<file path="src/rtl/sat_pkg.sv">
// Shared clause types and dispatch-mode constants for the BCP front end.
package sat_pkg;
   localparam int DEF_CLAUSE_WIDTH = 4;
   localparam int DEF_ELEMENT_CNT  = 1024;

   // A literal is a variable index plus a sign bit.
   function automatic int lit_bits(input int element_cnt);
      return $clog2(element_cnt) + 1;
   endfunction

   localparam int DEF_LIT_BITS = lit_bits(DEF_ELEMENT_CNT);

   typedef logic [DEF_LIT_BITS-1:0]  lit_t;
   typedef lit_t [DEF_CLAUSE_WIDTH-1:0] clause_t;

   localparam int MODE_RR    = 0;
   localparam int MODE_FIXED = 1;
endpackage

</file>
<file path="src/rtl/clause_dispatcher_if.sv">
// Source-side handshake and engine-side grant bus of the clause dispatcher.
interface clause_dispatcher_if #(
   parameter int N_ENG = 4,
   parameter int CW    = 44
);
   logic             in_valid;
   logic [CW-1:0]    in_clause;
   logic             in_ready;
   logic [N_ENG-1:0] eng_full;
   logic [N_ENG-1:0] grant_out;
   logic [CW-1:0]    clause_out;

   modport master (output in_valid, in_clause, eng_full,
                   input  in_ready, grant_out, clause_out);
   modport slave  (input  in_valid, in_clause, eng_full,
                   output in_ready, grant_out, clause_out);
endinterface

</file>
<file path="src/rtl/clause_fifo.sv">
// Clause queue: DEPTH entries, pointers wrap naturally, full/empty from occupancy.
module clause_fifo #(
   parameter int W     = 44,
   parameter int DEPTH = 8
) (
   input  logic                   clock,
   input  logic                   reset_n,
   input  logic                   flush,
   input  logic                   push,
   input  logic                   pop,
   input  logic [W-1:0]           wdata,
   output logic [W-1:0]           head,
   output logic [$clog2(DEPTH):0] occupancy,
   output logic                   full,
   output logic                   empty
);
   localparam int AW = $clog2(DEPTH);

   logic [W-1:0]  mem [DEPTH];
   logic [AW-1:0] rd_ptr, wr_ptr;
   logic          do_push, do_pop;

   assign full    = (occupancy == (AW+1)'(DEPTH));
   assign empty   = (occupancy == '0);
   assign do_push = push && !full;
   assign do_pop  = pop && !empty;
   assign head    = mem[rd_ptr];

   always_ff @(posedge clock) begin
      if (do_push && !flush) mem[wr_ptr] <= wdata;
   end

   // Flush dominates any simultaneous push or pop.
   always_ff @(posedge clock or negedge reset_n) begin
      if (!reset_n) begin
         rd_ptr    <= '0;
         wr_ptr    <= '0;
         occupancy <= '0;
      end else if (flush) begin
         rd_ptr    <= '0;
         wr_ptr    <= '0;
         occupancy <= '0;
      end else begin
         if (do_push) wr_ptr <= wr_ptr + 1'b1;
         if (do_pop)  rd_ptr <= rd_ptr + 1'b1;
         occupancy <= occupancy + (AW+1)'(do_push) - (AW+1)'(do_pop);
      end
   end
endmodule

</file>
<file path="src/rtl/clause_dispatcher.sv">
// Buffers incoming clauses and hands each head clause to one non-full BCP engine
// per cycle, round-robin or fixed priority, as a registered one-cycle pulse.
module clause_dispatcher
   import sat_pkg::*;
#(
   parameter int N_ENG        = 4,
   parameter int CLAUSE_WIDTH = DEF_CLAUSE_WIDTH,
   parameter int ELEMENT_CNT  = DEF_ELEMENT_CNT,
   parameter int LIT_BITS     = lit_bits(ELEMENT_CNT),
   parameter int DEPTH        = 8,
   parameter int MODE         = MODE_RR
) (
   input  logic                   clock,
   input  logic                   reset_n,
   input  logic                   flush,
   clause_dispatcher_if.slave     bus,
   output logic [$clog2(DEPTH):0] occupancy,
   output logic [15:0]            stall_cnt
);
   localparam int CW = CLAUSE_WIDTH * LIT_BITS;

   logic [CW-1:0]    head, clause_q;
   logic [N_ENG-1:0] req, pick, base, grant_q;
   logic             full, empty, push;

   // Double-request subtract: lowest requester at or above base, wrapping.
   function automatic logic [N_ENG-1:0] pick_fn(input logic [N_ENG-1:0] r,
                                                input logic [N_ENG-1:0] b);
      logic [2*N_ENG-1:0] dbl, dif;
      dbl = {r, r};
      dif = dbl & ~(dbl - {{N_ENG{1'b0}}, b});
      if (MODE == MODE_FIXED) return r & (~r + 1'b1);
      return dif[N_ENG-1:0] | dif[2*N_ENG-1:N_ENG];
   endfunction

   assign req          = ~bus.eng_full & {N_ENG{!empty}};
   assign pick         = pick_fn(req, base);
   assign push         = bus.in_valid && !full;
   assign bus.in_ready = !full;
   assign bus.grant_out  = grant_q;
   assign bus.clause_out = clause_q;

   clause_fifo #(.W(CW), .DEPTH(DEPTH)) u_fifo (
      .clock     (clock),
      .reset_n   (reset_n),
      .flush     (flush),
      .push      (push),
      .pop       (|pick),
      .wdata     (bus.in_clause),
      .head      (head),
      .occupancy (occupancy),
      .full      (full),
      .empty     (empty)
   );

   always_ff @(posedge clock or negedge reset_n) begin
      if (!reset_n) begin
         grant_q   <= '0;
         clause_q  <= '0;
         base      <= {{(N_ENG-1){1'b0}}, 1'b1};
         stall_cnt <= '0;
      end else begin
         if (!empty && !(|req) && stall_cnt != 16'hFFFF) stall_cnt <= stall_cnt + 1'b1;
         // A flush drops the decision made this cycle; base is kept.
         if (flush) begin
            grant_q <= '0;
         end else begin
            grant_q <= pick;
            if (|pick) begin
               clause_q <= head;
               base     <= {pick[N_ENG-2:0], pick[N_ENG-1]};
            end
         end
      end
   end
endmodule

</file>
<file path="src/flat_wrapper.sv">
// flat-port wrapper written by rule: the top's interface ports become plain ports
module clause_dispatcher_flat import sat_pkg::*;
#(
   parameter int N_ENG        = 4,
   parameter int CLAUSE_WIDTH = DEF_CLAUSE_WIDTH,
   parameter int ELEMENT_CNT  = DEF_ELEMENT_CNT,
   parameter int LIT_BITS     = lit_bits(ELEMENT_CNT),
   parameter int DEPTH        = 8,
   parameter int MODE         = MODE_RR
)
  (clock, reset_n, flush, occupancy, stall_cnt, bus_in_valid, bus_in_clause, bus_eng_full, bus_in_ready, bus_grant_out, bus_clause_out);
  clause_dispatcher_if #(.N_ENG(N_ENG), .CW(($bits(clause_t)))) bus_i ();
  input  logic clock;
  input  logic reset_n;
  input  logic flush;
  output logic [$clog2(DEPTH):0] occupancy;
  output logic [15:0] stall_cnt;
  input wire logic [$bits(bus_i.in_valid)-1:0] bus_in_valid;
  input wire logic [$bits(bus_i.in_clause)-1:0] bus_in_clause;
  input wire logic [$bits(bus_i.eng_full)-1:0] bus_eng_full;
  output wire logic [$bits(bus_i.in_ready)-1:0] bus_in_ready;
  output wire logic [$bits(bus_i.grant_out)-1:0] bus_grant_out;
  output wire logic [$bits(bus_i.clause_out)-1:0] bus_clause_out;
  assign bus_i.in_valid = bus_in_valid;
  assign bus_i.in_clause = bus_in_clause;
  assign bus_i.eng_full = bus_eng_full;
  assign bus_in_ready = bus_i.in_ready;
  assign bus_grant_out = bus_i.grant_out;
  assign bus_clause_out = bus_i.clause_out;
  clause_dispatcher #(.N_ENG(N_ENG), .CLAUSE_WIDTH(CLAUSE_WIDTH), .ELEMENT_CNT(ELEMENT_CNT), .LIT_BITS(LIT_BITS), .DEPTH(DEPTH), .MODE(MODE)) u_core (.clock(clock), .reset_n(reset_n), .flush(flush), .bus(bus_i), .occupancy(occupancy), .stall_cnt(stall_cnt));
endmodule
</file>
<file path="config.mk">
export PLATFORM = sky130hd
export DESIGN_NAME = clause_dispatcher_flat
export DESIGN_NICKNAME = d
export VERILOG_FILES = /design/src/rtl/sat_pkg.sv /design/src/rtl/clause_dispatcher_if.sv /design/src/rtl/clause_fifo.sv /design/src/rtl/clause_dispatcher.sv /design/src/flat_wrapper.sv
export SDC_FILE = /design/constraint.sdc
export NUM_CORES = 1
export LEC_CHECK = 0
export ABC_CLOCK_PERIOD_IN_PS = 6000
export BUFFER_PORTS_ARGS = -buffer_cell sky130_fd_sc_hd__clkbuf_2
export CAP_MARGIN = 5
export CORE_UTILIZATION = 45
export CTS_BUF_LIST = sky130_fd_sc_hd__clkbuf_2
export DETAILED_ROUTE_END_ITERATION = 10
export GPL_ROUTABILITY_DRIVEN = 1
export GPL_TIMING_DRIVEN = 0
export PLACE_DENSITY_LB_ADDON = 0.1
export SYNTH_ARGS = -nofsm -noshare
export SYNTH_HDL_FRONTEND = slang
export SYNTH_SLANG_ARGS = --single-unit
</file>
<file path="constraint.sdc">
create_clock -name clock -period 6 [get_ports clock]
set_clock_uncertainty 0.2 [all_clocks]
set_input_delay 1.2 -clock clock [delete_from_list [all_inputs] [get_ports clock]]
set_output_delay 1.2 -clock clock [all_outputs]
set_load 0.1 [all_outputs]
</file>
Yosys cells after proc, flatten, opt, wreduce, memory -nomap -nowiden
Memories as Yosys holds them, arrays and structs flattened. A register that Yosys moved wholly into a read port is not among the register bits.
Index checks and enable logic that the tools add are counted.
- output and inout port bits: 69
- memories kept: 1
- register bits after elaboration: 34
- memory bits (writable): 352
- word-level logic and storage cells: 46
- memory list (memory ; words ; bits a word ; read ports ; clocked after memory_dff ; write ports ; line ; text):
    u_core.u_fifo.mem ; 8 ; 44 ; 1 ; 1 ; 1 ; clause_fifo.sv:19 ; logic [W-1:0] mem [DEPTH];
- reduce and logical (&&, ||, !) cells: 17
- bitwise operators: 6
- eq/ne operators: 2
- muxes and demuxes: 8
- $add $sub $neg: 6
- operators with widths (operator ; count):
    adder 16 x 1 -> 16 bit (second input constant) ; 1
    != test 16 bit (second input constant) ; 1
    two-way mux 3 bit ; 4
    bitwise AND 8 bit ; 1
    two-way mux 4 bit ; 2
    inverter 8 bit ; 1
    OR reduction 4 bit ; 2
    subtractor 8 x 4 -> 8 bit ; 1
    adder 3 x 1 -> 3 bit (second input constant) ; 2
    logical AND 1 bit ; 6
    zero test 1 bit ; 5
    adder 4 x 1 -> 4 bit ; 1
    bitwise AND 4 bit ; 1
    == test 4 bit (second input constant) ; 1
    zero test 4 bit ; 1
    inverter 4 bit ; 1
    bitwise OR 4 bit ; 1
    nonzero test 2 bit ; 2
    subtractor 4 x 1 -> 4 bit ; 1
    two-way mux 1 bit ; 2
    AND reduction 2 bit ; 1
    inverter 1 bit ; 1

Logic depth before layout (Yosys ltp)
Gate-level depths: netlist of the first run.
- word-level depth: 11
- gate-level depth with buffers: 18
- mapped depth without buffers: 18

Modules after synthesis
From an unflattened synthesis of the first run, not the netlist that was laid out.
- cells, all modules: 804
- area, all modules: 16921.2 um^2
- by module, submodules not included (module ; times used ; area each (um^2) ; cells an instance ; sequential area each (um^2)):
    clause_fifo ; 1 ; 13867.0 ; 583 ; 10820.4
    clause_dispatcher ; 1 ; 3054.2 ; 221 ; 1702.9

Least setup slack after synthesis of the first run
Ideal clock, no wire load.
- kind: register to register
- from: register u_core.u_fifo.occupancy[2]
- to: memory u_core.u_fifo.mem[0][0], enable pin
- arrival time: 5.717 ns
- setup slack: -0.417 ns
- stages on the path, launching flop included: 7
- path through: dfrtp_1 inv_1 ha_1 nand2_1 nand2_1 or3_1 nor3_1
- word-level cells in the longest chain between the ends: 7
- ends and longest elaborated chain (item ; line ; text):
    start, declared ; clause_fifo.sv:13 ; output logic [$clog2(DEPTH):0] occupancy,
    start signal, assigned ; clause_fifo.sv:46 ; occupancy <= occupancy + (AW+1)'(do_push) - (AW+1)'(do_pop);
    == test 4 bit * ; clause_fifo.sv:23 ; assign full = (occupancy == (AW+1)'(DEPTH));
    zero test 1 bit * ; - ;
    via bus_in_ready ; flat_wrapper.sv:21 ; output wire logic [$bits(bus_i.in_ready)-1:0] bus_in_ready;
    logical AND 1 bit ; clause_dispatcher.sv:38 ; assign push = bus.in_valid && !full;
    logical AND 1 bit * ; clause_fifo.sv:25 ; assign do_push = push && !full;
    logical AND 1 bit * ; clause_fifo.sv:30 ; if (do_push && !flush) mem[wr_ptr] <= wdata;
    two-way mux 1 bit * ; clause_fifo.sv:30 ;
    two-way mux 1 bit (not written as such) * ; clause_fifo.sv:30 ;
    end, declared ; clause_fifo.sv:19 ;
Mark *: on every way through the listed nets, which the timed path passes. The rest lies on a longest branch.

Final worst setup path of the first run
- from: register u_core.u_fifo.occupancy[2]
- to: register u_core.u_fifo.occupancy[2]
- word-level cells in the longest chain between the ends: 11
- elaborated cells between the ends (all ways): 16
- those cells by class: 3 x add/sub; 1 x eq/ne; 1 x mux; 4 x bitwise; 7 x reduce/logical
- ends and longest elaborated chain (item ; line ; text):
    zero test 4 bit ; clause_fifo.sv:24 ; assign empty = (occupancy == '0);
    zero test 1 bit ; clause_fifo.sv:26, clause_dispatcher.sv:36 ;
    bitwise AND 4 bit ; clause_dispatcher.sv:36 ; assign req = ~bus.eng_full & {N_ENG{!empty}};
    subtractor 8 x 4 -> 8 bit ; clause_dispatcher.sv:31 ; dif = dbl & ~(dbl - {{N_ENG{1'b0}}, b});
    inverter 8 bit ; clause_dispatcher.sv:31 ;
    bitwise AND 8 bit ; clause_dispatcher.sv:31 ;
    bitwise OR 4 bit ; clause_dispatcher.sv:33 ; return dif[N_ENG-1:0] | dif[2*N_ENG-1:N_ENG];
    OR reduction 4 bit ; clause_dispatcher.sv:48 ; .pop (|pick),
    logical AND 1 bit ; clause_fifo.sv:26 ; assign do_pop = pop && !empty;
    subtractor 4 x 1 -> 4 bit * ; clause_fifo.sv:46 ;
    two-way mux 4 bit * ; clause_fifo.sv:39 ; end else if (flush) begin
Every way passes the cells marked *; elsewhere a longest branch is shown, timed or not.
A chain may end at the register's enable or synchronous reset.

==> flow_summary.json, run 1 <==
{
  "grt_use_total_pct": 19.4,
  "status": "finished, final reports clean",
  "ys_seq_area_share_pct": 74.1,
  "path_clk_slew_ns": 0.09,
  "die_y_microns": 196,
  "ys_top_cells_by_area": "edfxtp_1 (63%), mux4_2 (12%), dfrtp_1 (11%)",
  "place_area_sq_um": 18500,
  "dieArea_sq_um": 38300,
  "worstSkewPairLatency_ns": 0.99,
  "area_growth_pct": 16.1,
  "hp-class": "in2reg",
  "pwr_density_cell_nw_per_um2": 500,
  "synth_top_area_share_pct": 62.5,
  "syn_nets": 875,
  "ioPinCount": 121,
  "antenna_found_initial": 4,
  "cts_tree": "done",
  "numPortBuffers": 120,
  "grt_max_degree": 53,
  "endpoint_kind": "flip-flop",
  "drt_wl_total_microns": 35700,
  "synth_cells": 809,
  "ys.flop_type": "edfxtp_1",
  "final_area_sq_um": 19600,
  "cts_root_buf": "clkbuf_2",
  "ff2ff_setup_slack_ns": 1.30,
  "synthArstFlopShare_pct": 18.1,
  "numCtsBuffers": 110,
  "dp.cells": 1414,
  "maxSlewViolCount": 0,
  "cp_data_required_time_ns": 6.61,
  "power.share.clock_pct": 20.7,
  "ir_worst_vdd_mv": 0.435,
  "yosysTopAreaCell": "edfxtp_1",
  "finalCritPeriodShare_pct": 78.4,
  "ant_nets": 0,
  "crit_slowest_cell": "nor3b_1",
  "dp_slack_ns": 1.18,
  "num_vias": 8549,
  "arrival_ns": 5.32,
  "yosysUniqueCellTypes": 52,
  "netlist_area_sq_um": 16900,
  "htreeDepth": 3,
  "die_x_microns": 196,
  "drt_iter0_markers": 417,
  "fin_setup_tns_ns": 0,
  "cap_violations": 0,
  "final_common_cell": "edfxtp_1",
  "vias_per_cell": 5.27,
  "grt_pass1_wl_microns": 54200,
  "core_sq_um": 36800,
  "drive_gt1_share_pct": 45.1,
  "synth_edf_count": 352,
  "nNetsFinal": 1125,
  "worstPathMaxFanout": 6,
  "finish.utilization_pct": 53.3,
  "critPathLaunchType": "flip-flop",
  "fillers": 3024,
  "sw_frac_of_total_pct": 40.3,
  "path_cells": "inv_1, ha_1, nor3b_1, nor2_1, inv_1, fa_1, or4_4, o211ai_4, and3_4, nand2_1, ha_1, inv_1, ha_1, fa_1, xnor2_1, nor2_1",
  "leakagePower_nw": 7.10,
  "cts-resized-gates": 0,
  "clockBufferDepth": 3,
  "internal_power_mw": 5.86,
  "drt-pass1-iter-count": 4,
  "gp_congestion": 0.747,
  "rows": 70,
  "route.detailed.drc": 0,
  "grt_pass1_vias": 9111,
  "dp_hpwl_microns": 21900,
  "power_frac_seq_pct": 37.6,
  "setup_ws_ns": 1.30,
  "grt-ovfl-total": 0,
  "yosys_warnings": 0,
  "slowest_delay_ns": 0.64,
  "setup_violations": 0,
  "slew_headroom_pct": 31.5,
  "p_sw_mw": 3.95,
  "finalHoldViolCount": 0,
  "cts.sinks": 430,
  "finalNonFillerCells": 1623,
  "layout_common_cells": "edfxtp_1 (352), clkbuf_2 (299), mux4_2 (88)",
  "whs_ns": 0.295,
  "start_util_pct": 45.9,
  "clock.fmax_mhz": 213,
  "wl_per_cell_microns": 22.0,
  "grt_setup_unrepaired": "no",
  "combPwrFrac_pct": 41.8,
  "avgSynthCellArea_sq_um": 20.9,
  "fin_total_pwr_mw": 9.81,
  "ys_ff_latch": 430,
  "period_needed_ns": 4.70,
  "worstMarginPinSlew_ns": 1.03,
  "critPathKind": "reg2reg"
}
## critical path, delay by kind of cell, from the launching register on
| family | cells | cell delay (ns) |
|---|---|---|
| AOI/OAI and AO/OA | 1 | 0.26 |
| xor gates and xnor gates | 1 | 0.18 |
| adders and majority gates | 5 | 1.48 |
| buffers and inverters | 3 | 0.28 |
| DFF | 1 | 0.39 |
| and+or+nand+nor | 6 | 1.80 |
## sequential cells by signal, indices dropped and copies added, names as in the netlist
signal	flops
u_core.base	4
u_core.bus.clause_out	44
u_core.bus.grant_out	4
u_core.stall_cnt	16
u_core.u_fifo.mem	352
u_core.u_fifo.occupancy	4
u_core.u_fifo.rd_ptr	3
u_core.u_fifo.wr_ptr	3
## worst paths after layout
check	start	to	cells after the start
hold reg to reg	u_core.base[3]	u_core.base[3]	1
min in group asynchronous	reset_n	u_core.bus.clause_out[0]	2
max in group asynchronous	reset_n	u_core.base[0]	3
hold / removal	bus_in_clause[10]	u_core.u_fifo.mem[4][10]	1
setup / recovery	u_core.u_fifo.occupancy[2]	u_core.u_fifo.occupancy[2]	16
setup reg to reg	u_core.u_fifo.occupancy[2]	u_core.u_fifo.occupancy[2]	16
## cell families after synthesis
group	after synthesis	share of synthesized area, %
compound gates	29	1.27
xor+xnor	21	1.09
fa+ha+maj	14	1.13
buf+inv	46	1.35
flops	430	74.1
mux	177	18.3
simple gates	92	2.81
## metal layers
metal  share of wire [%]  GRT usage (%)
met2                  48           31.1
met1                  45           25.9
met5               0.064              0
met3                 5.2           5.12
met4                 1.5           6.66
## power groups by stage
stage / Combinational (mW) / Clock, mW / Sequential (mW)
floorplan: 1.96 / 0 / 5.06
global placement: 4.10 / 0 / 3.75
detailed placement: 4.15 / 0 / 3.76
CTS: 4.17 / 2.12 / 3.69
global route: 4.34 / 2.27 / 3.72
finish: 4.10 / 2.03 / 3.69
## cell type report
class,instances,area [sq um],area share (%)
Tap cell,468,586,2.98
Inverter,14,52.6,0.268
Clock buffer,180,901,4.59
Antenna cell,2,5.00,0.0255
Multi-Input combinational cell,333,4220,21.5
Clock inverter,26,160,0.816
Buffer,32,175,0.893
Timing Repair Buffer,138,1000,5.11
Sequential cell,430,12500,63.8
## cell usage after synthesis (all sizes together) (3+ instances only)
cell	number
buf	15
dfrtp	77
and3	3
nand3	13
nor2b	4
mux2	89
o22ai	3
ha	12
nor3	7
a21oi	6
a21o	4
nor2	24
and2	3
clkbuf	17
mux4	88
nand2	19
edfxtp	352
nand4	6
o21ai	6
xnor2	15
inv	14
xor2	6
## timing repair
action                    4_1_cts  5_1_grt
hold endpoints to repair       26        0
buffers inserted                0        0
hold buffers                    1        0
Note: power is estimated with default switching activity, not from simulation.
==> inputs of run 2 (changes only) <==
--- a/config.mk
+++ b/config.mk
@@ -5,7 +5,7 @@
 export SDC_FILE = /design/constraint.sdc
 export NUM_CORES = 1
 export LEC_CHECK = 0
-export ABC_CLOCK_PERIOD_IN_PS = 6000
+export ABC_CLOCK_PERIOD_IN_PS = 4600
 export BUFFER_PORTS_ARGS = -buffer_cell sky130_fd_sc_hd__clkbuf_2
 export CAP_MARGIN = 5
 export CORE_UTILIZATION = 45
==> constraint.sdc (replaced) <==
create_clock -name clock -period 4.6 [get_ports clock]
set_clock_uncertainty 0.2 [all_clocks]
set_input_delay 0.92 -clock clock [delete_from_list [all_inputs] [get_ports clock]]
set_output_delay 0.92 -clock clock [all_outputs]
set_load 0.1 [all_outputs]
==> run 2 against run 1 <==
Wire length grew 1.6%. Combinational power grew 32%. Sequential cell count is the same. Core utilization grew 1.3 points. Critical path depth is the same. Register-to-register slack lost 1.0 ns. Final area grew 2.4%. Via count grew 2.7%. Setup slack lost 1.0 ns. Cell count grew 3.3%. Power grew 31%. Largest power group unchanged.
==> flow_summary.json, run 2 (synthesized netlist as in run 1, its figures left out) <==
{
  "setup_violations": 0,
  "finalHoldViolCount": 0,
  "grt_pass1_wl_microns": 56000,
  "grt_use_met1_pct": 26.7,
  "core_sq_um": 36800,
  "final_common_cell": "edfxtp_1",
  "grt_use_total_pct": 19.8,
  "worstMarginPinSlew_ns": 1.09,
  "ir_worst_vdd_mv": 0.409,
  "die_x_microns": 196,
  "crit_family": "adder cells",
  "maxSlewViolCount": 0,
  "busiest_layer": "met2",
  "grt_max_degree": 55,
  "drt-pass1-iter-count": 5,
  "whs_ns": 0.164,
  "cap_violations": 0,
  "arrival_ns": 4.97,
  "critPathLaunchType": "flip-flop",
  "cp_num_buf_inv": 2,
  "grt-ovfl-total": 0,
  "grt_setup_unrepaired": "no",
  "num_vias": 8777,
  "start_util_pct": 45.9,
  "leakagePower_nw": 7.30,
  "htreeDepth": 3,
  "slew_headroom_pct": 27.5,
  "period_needed_ns": 4.33,
  "nNetsFinal": 1174,
  "cp_data_required_time_ns": 5.24,
  "drt_iter0_markers": 524,
  "rows": 70,
  "route.detailed.drc": 0,
  "gp_congestion": 0.737,
  "largest_reg_flops": 352,
  "numPortBuffers": 120,
  "grt_use_met2_pct": 31.7,
  "layout_common_cells": "edfxtp_1 (352), clkbuf_2 (303), mux4_2 (88)",
  "dp_hpwl_microns": 22000,
  "wl_per_cell_microns": 21.7,
  "slowest_delay_ns": 0.57,
  "endpoint_kind": "flip-flop",
  "grt_pass1_vias": 9436,
  "path_clk_slew_ns": 0.10,
  "critPathKind": "reg2reg",
  "path_cells": "inv_1, ha_2, nor3b_4, nor2_1, nor2_2, fa_1, or4_4, o211ai_4, and3_4, nand2_1, ha_1, inv_1, ha_1, fa_1, xnor2_1, nor2_1",
  "area_growth_pct": 18.9,
  "hp-class": "in2reg",
  "clock.fmax_mhz": 231,
  "numCtsBuffers": 111,
  "finalCritPeriodShare_pct": 94.1,
  "drive_gt1_share_pct": 44.1,
  "antenna_found_initial": 3,
  "crit_slowest_cell": "or4_4",
  "seqCellArea_sq_um": 12500,
  "grt_util_met3_pct": 4.61,
  "pwr_density_cell_nw_per_um2": 641,
  "multi_input_area_sq_um": 4240,
  "status": "finished, final reports clean",
  "worstPathMaxFanout": 6,
  "die_y_microns": 196,
  "regMostFlops": "u_core.u_fifo.mem",
  "ioPinCount": 121,
  "clockBufferDepth": 3,
  "drt_wl_total_microns": 36300,
  "finish.utilization_pct": 54.6,
  "cts.sinks": 430,
  "dieArea_sq_um": 38300,
  "cts_root_buf": "clkbuf_2",
  "vias_per_cell": 5.24,
  "worstSkewPairLatency_ns": 0.98,
  "ant_nets": 0,
  "cts_tree": "done",
  "fillers": 3028
}
-- run 2: changes by cell type in the layout (fill, tap and decap cells not counted), moves of 3 or more --
cell           change
buf_8              +3
dlygate4sd3_1     +45
buf_16             -3
clkbuf_2           +4
-- run 2: timing repair --
| action | CTS | global route |
|---|---|---|
| pin swaps | 0 | 1 |
| setup endpoints to repair | 3 | 3 |
| gates resized for setup | 1 | 6 |
| hold buffers | 46 | 0 |
| buffers inserted | 0 | 2 |
| endpoints found under the hold margin | 377 | 0 |
-- run 2: path summary, 6_finish.rpt --
check | startpoint | to | slack [ns] | cells past startpoint
hold reg to reg | u_core.base[3] | u_core.base[3] | 0.29 | 1
setup reg to reg | u_core.u_fifo.occupancy[2] | u_core.u_fifo.occupancy[2] | 0.27 | 16
setup / recovery | u_core.u_fifo.occupancy[2] | u_core.u_fifo.occupancy[2] | 0.27 | 16
max in group asynchronous | reset_n | u_core.base[0] | 3.20 | 3
min in group asynchronous | reset_n | u_core.bus.clause_out[0] | 0.28 | 2
hold / removal | bus_eng_full[1] | u_core.base[2] | 0.16 | 4
-- run 2: per-stage QoR --
step                TNS, ns  setup slack [ns]  cell area [sq um]  power [mW]  std cells
floorplan            -69.79            -0.434              16900        9.15        809
global placement    -390.38             -2.09              18100        10.2       1397
detailed placement   -0.370            -0.151              18500        10.3       1415
CTS                       0             0.138              20100        13.0       1672
global route              0            0.0430              20100        13.5       1676
finish                    0             0.270              20100        12.9       1676
-- run 2: per-layer routing --
metal,share of wire (%),vias up
li1,-,3964
met1,45,4522
met2,49,222
met3,4.8,67
met4,1.7,2
met5,0.028,-
-- run 2: power by group --
group | internal (mW) | switching, mW
Clock | 1.10 | 1.54
Combinational | 1.95 | 3.46
Sequential | 4.60 | 0.208
Total | 7.66 | 5.21
-- run 2: area by class of cell --
cell class	instances	share of cell area, %
inverter	14	0.262
timing repair buffer	186	7.23
clock inverter	27	0.679
multi-input combinational	333	21.1
sequential	430	62.4
buffer	32	0.872
antenna	2	0.0249
tap	468	2.91
clock buffer	184	4.58
-- run 2: worst min-delay path: cells and delay by family --
kind	cells	cell delay (ns)
AOI/OAI and AO/OA	2	0.19
buffers and inverters	1	0.11
and+or+nand+nor	1	0.07
